===== src/rtl/line_window_ctrl.sv =====
// Frame sequencer for the (2R+1)x(2R+1) line-window buffer: gates the pixel
// stream into the buffer, tracks raster position and flags interior windows.
module line_window_ctrl #(
    parameter int IMAGE_WIDTH  = 508,
    parameter int IMAGE_HEIGHT = 508,
    parameter int R            = 1
) (
    input  logic        clk,
    input  logic        rst,
    input  logic        start,
    input  logic        in_valid,
    input  logic [7:0]  in_pixel,
    output logic        in_ready,
    input  logic        out_ready,
    output logic        buf_write,
    output logic [7:0]  buf_pixel,
    output logic        win_valid,
    output logic [10:0] win_row,
    output logic [10:0] win_col,
    output logic        busy,
    output logic        frame_done,
    output logic        err_start
);

    typedef enum logic [1:0] {S_IDLE, S_FILL, S_STREAM, S_DONE} state_t;

    localparam logic [10:0] C_EDGE     = 11'(2 * R);
    localparam logic [10:0] C_RAD      = 11'(R);
    localparam logic [10:0] C_LAST_COL = 11'(IMAGE_WIDTH - 1);
    localparam logic [10:0] C_LAST_ROW = 11'(IMAGE_HEIGHT - 1);

    state_t      r_state, w_next;
    logic [10:0] r_row, r_col;
    logic        w_busy, w_xfer, w_last_col, w_interior;

    assign w_busy     = (r_state == S_FILL) || (r_state == S_STREAM);
    assign in_ready   = w_busy & out_ready;
    assign w_xfer     = in_valid & in_ready;
    assign buf_write  = w_xfer;
    assign buf_pixel  = in_pixel;
    assign busy       = w_busy;
    assign frame_done = (r_state == S_DONE);
    assign w_last_col = (r_col == C_LAST_COL);
    // Rows/cols below 2R hold stale or row-straddling data, so they never qualify.
    assign w_interior = (r_row >= C_EDGE) && (r_col >= C_EDGE);

    always_comb begin
        w_next = r_state;
        case (r_state)
            S_IDLE:   if (start) w_next = S_FILL;
            S_FILL:   if (w_xfer && r_row == C_EDGE && r_col == C_EDGE) w_next = S_STREAM;
            S_STREAM: if (w_xfer && r_row == C_LAST_ROW && w_last_col) w_next = S_DONE;
            S_DONE:   w_next = S_IDLE;
            default:  w_next = S_IDLE;
        endcase
    end

    always_ff @(posedge clk or posedge rst) begin
        if (rst) r_state <= S_IDLE;
        else     r_state <= w_next;
    end

    always_ff @(posedge clk or posedge rst) begin
        if (rst) begin
            r_row <= '0;
            r_col <= '0;
        end else if (r_state == S_IDLE && start) begin
            r_row <= '0;
            r_col <= '0;
        end else if (w_xfer) begin
            if (w_last_col) begin
                r_col <= '0;
                r_row <= r_row + 11'd1;
            end else begin
                r_col <= r_col + 11'd1;
            end
        end
    end

    // A start outside IDLE sets the flag; a start honoured in IDLE clears it.
    always_ff @(posedge clk or posedge rst) begin
        if (rst)        err_start <= 1'b0;
        else if (start) err_start <= (r_state != S_IDLE);
    end

    // Registered one cycle after the transfer to line up with the buffer write.
    always_ff @(posedge clk or posedge rst) begin
        if (rst) begin
            win_valid <= 1'b0;
            win_row   <= '0;
            win_col   <= '0;
        end else begin
            win_valid <= w_xfer & w_interior;
            if (w_xfer && w_interior) begin
                win_row <= r_row - C_RAD;
                win_col <= r_col - C_RAD;
            end
        end
    end

endmodule


===== config.mk =====
export PLATFORM = sky130hd
export DESIGN_NAME = line_window_ctrl
export DESIGN_NICKNAME = d
export VERILOG_FILES = /design/src/rtl/line_window_ctrl.sv
export SDC_FILE = /design/constraint.sdc
export NUM_CORES = 1
export LEC_CHECK = 0
export BUFFER_PORTS_ARGS = -buffer_cell sky130_fd_sc_hd__clkbuf_2
export CORE_MARGIN = 1.5
export CORE_UTILIZATION = 50
export DETAILED_ROUTE_END_ITERATION = 8
export PLACE_DENSITY = 0.84
export SYNTH_ARGS = -nofsm -noshare
export SYNTH_HDL_FRONTEND = slang
export SYNTH_SLANG_ARGS = --single-unit

===== constraint.sdc =====
create_clock -name clk -period 7.15 [get_ports clk]
set_clock_uncertainty 0.2 [all_clocks]
set_input_delay 0.715 -clock clk [delete_from_list [all_inputs] [get_ports clk]]
set_output_delay 0.715 -clock clk [all_outputs]
set_load 0.01 [all_outputs]

==> out/qor.yml <==
drv_slew: 0
use_met2: 0.274
dp_hpwl_um: 3490
clock_path_buffers: 2
rsz0062_at_grt: "no"
drtIter0Drc: 141
ys_warn_count: 0
crit_fanout: 19
hold_end: "win_row[0]$_DFFE_PP0P_"
clk-insertion-delay-late_ns: 0.31
grt-busiest-layer: "met2"
synth_ff_type: "dfrtp_1"
wire_per_inst_um: 13.1
power.switching_mw: 0.250
ant_nets: 0
synth.most_common_cell: "dfrtp_1"
viasPerCell: 5.26
postLayoutCellArea_um2: 2910
route.vias.total: 1950
power_density_nw_per_um2: 258
grt-ovfl-total: 0
path_delay_family: "compound AO/OA/AOI/OAI gates"
p_int_mw: 0.500
min_period_ns: 2.87
synth.distinct_cells: 42
wirelength_um: 4860
crit_required_ns: 7.12
synth-edff-count: 0
ios: 49
status: "finished clean"
hold_violations: 0
critPathLaunchType: "flip-flop"
slowest_stage: "o41ai_4"
max_freq_mhz: 348
first_pass_iters: 4
synth_seq_cells: 48
synthTopCellsByArea: "dfrtp_1, xor2_1, ha_1"
drv_cap: 0
crit_type: "flip-flop to flip-flop"
power_leakage_nw: 1.44
cts_resized: 0
drive_above_1_share: 0.159
grt_max_degree: 49
nets: 324
cts-hold-fix-buffers: 0
die_y_um: 76.1
use_met1: 0.264
die_w_um: 76.1
clock-sinks: 48
grt_pass1_wl_um: 8510
netlist_instances: 285
ys_async_sr_fraction: 1.00
synth_largest_area_cell: "dfrtp_1"
n_fill_cell: 477
synth_area_um2: 2670
rows: 26
post_cts_buffers: 0
antenna_found_initial: 0
clockRootBuffer: "clkbuf_8"
synthToLayoutAreaGrowth_pct: 9.04
hp-start: "win_row[0]$_DFFE_PP0P_"
htreeDepth: 2
use_met3: 0.0299
yosys-top-cells-count: "dfrtp_1, nand2_1, nor2_1"
synth_top_area_frac: 0.450
cts_tree: "built"
rr_worst_depth: 7
end_kind: "flip-flop"
crit_chain: "inv_1 > ha_1 > nand3_2 > o41ai_4 > nand3_1 > xor2_1 > nor2_1"
critPathMaxStageDelay_ns: 1.00
gp_congestion: 0.794
worst-path-buf-inv: 1
clk_pin_slew_ns: 0.09
start_util: 0.520
r2r_slack_ns: 4.28
gr-usage-all-layers: 0.182
worst_slew_pin_slew_ns: 1.04
crit_arrival_ns: 2.84
num_antenna_cells: 0
r2r-end: "r_row[6]$_DFFE_PP0P_"
fin_crit_sh: 0.401
numPortBuffers: 32
yosysSeqAreaShare: 0.450
grt_pass1_vias: 1773
dieArea_um2: 5790
fin_setup_tns_ns: 0
worstHoldPathCells: 2
setup_viol: 0
dpl_cell_area_um2: 2810
ir_drop_mv: 0.120
drc: 0
p_comb_frac: 0.261
clockPowerShare: 0.259
reg2reg_from: "r_state[1]$_DFFE_PP0P_"
slew-limit-headroom: 0.307
synth_area_per_cell_um2: 9.37
cts_buffers: 5
syn-num-nets: 309
core-area_um2: 5140
seq_power_share: 0.479
p_sw_frac: 0.333
min_path_type: "flip-flop to flip-flop"
[layout make-up]
class	instances	area (um2)	share of cell area
inverter	10	37.5	0.0129
clock buffer	6	72.6	0.0249
timing repair buffer	33	168	0.0576
multi-input combinational	202	1310	0.450
clock inverter	2	35.0	0.0120
sequential	48	1200	0.412
tap	70	87.6	0.0301
[worst reg2reg max path, cell delays in order, from the launching register on]
cell	delay (ns)
dfrtp_1	0.40
inv_1	0.10
ha_1	0.34
nand3_2	0.18
o41ai_4	1.00
nand3_1	0.23
xor2_1	0.22
nor2_1	0.06
[through the flow]
stage | hold WS, ns | instances | total power [mW] | setup WS (ns) | utilization
after floorplan | 0.289 | 285 | 0.504 | 4.46 | -
after detailed placement | 0.276 | 363 | 0.564 | 4.33 | 0.546
after global routing | 0.320 | 371 | 0.799 | 4.00 | 0.567
after CTS | 0.296 | 371 | 0.756 | 4.33 | 0.567
after global placement | 0.266 | 363 | 0.556 | 4.42 | 0.546
final | 0.287 | 371 | 0.750 | 4.28 | 0.567
[power by group through the flow]
| stage | logic [mW] | registers, mW | clock network (mW) |
|---|---|---|---|
| 2_1_floorplan | 0.147 | 0.358 | 0 |
| 3_3_place_gp | 0.193 | 0.364 | 0 |
| 3_5_place_dp | 0.198 | 0.365 | 0 |
| 4_1_cts | 0.199 | 0.359 | 0.198 |
| 5_1_grt | 0.222 | 0.368 | 0.209 |
| 6_report | 0.196 | 0.360 | 0.195 |
[state kept, by name, summed over array words and instances (netlist names)]
register and flops:
r_col 11, r_state 2, win_valid 1, err_start 1, win_col 11, win_row 11, r_row 11
[cell usage in the layout, fill, tap and decap left out, types with 2 or more instances in the layout]
cell type,Yosys,routed
a21oi_1,4,4
and2_1,5,5
and3_1,6,6
clkbuf_2,0,32
clkbuf_8,0,5
dfrtp_1,48,48
ha_1,11,11
inv_1,8,7
inv_2,1,2
nand2_1,36,36
nand3_1,11,11
nand3b_1,2,2
nand4_1,7,7
nor2_1,29,29
nor3_1,7,7
nor4_1,3,3
o21ai_1,22,22
or3_1,2,2
or4_1,3,3
xnor2_1,12,12
xor2_1,24,24
[how the worst max path moves through the flow]
| stage | depth (start not counted) | to | from | slack [ns] |
|---|---|---|---|---|
| final | 7 | r_row[6]$_DFFE_PP0P_ | r_state[1]$_DFFE_PP0P_ | 4.28 |
| after global routing | 7 | r_row[6]$_DFFE_PP0P_ | r_state[1]$_DFFE_PP0P_ | 4.00 |
| after CTS | 7 | r_row[6]$_DFFE_PP0P_ | r_state[1]$_DFFE_PP0P_ | 4.33 |
| after detailed placement | 7 | r_row[6]$_DFFE_PP0P_ | r_state[1]$_DFFE_PP0P_ | 4.33 |
| after global placement | 6 | r_state[1]$_DFFE_PP0P_ | out_ready | 4.42 |
| after floorplan | 7 | r_state[1]$_DFFE_PP0P_ | r_state[1]$_DFFE_PP0P_ | 4.46 |
[cell families after synthesis]
kind of cell	Yosys count	share of synthesized area
AND/OR/NAND/NOR	118	0.220
flip-flops	48	0.450
XOR/XNOR	36	0.118
buffers and inverters	35	0.0632
AO/OA/AOI/OAI	34	0.0839
adder cells (fa/ha/maj)	11	0.0515
multiplexers	3	0.0136
[per-layer routing]
layer  vias to the layer above  wire length (um)
li1                        983                 -
met1                       911              2460
met2                        44              2120
met3                        12               180
met4                         0                92
met5                         -                 0
Note: power is estimated with default switching activity, not from simulation.
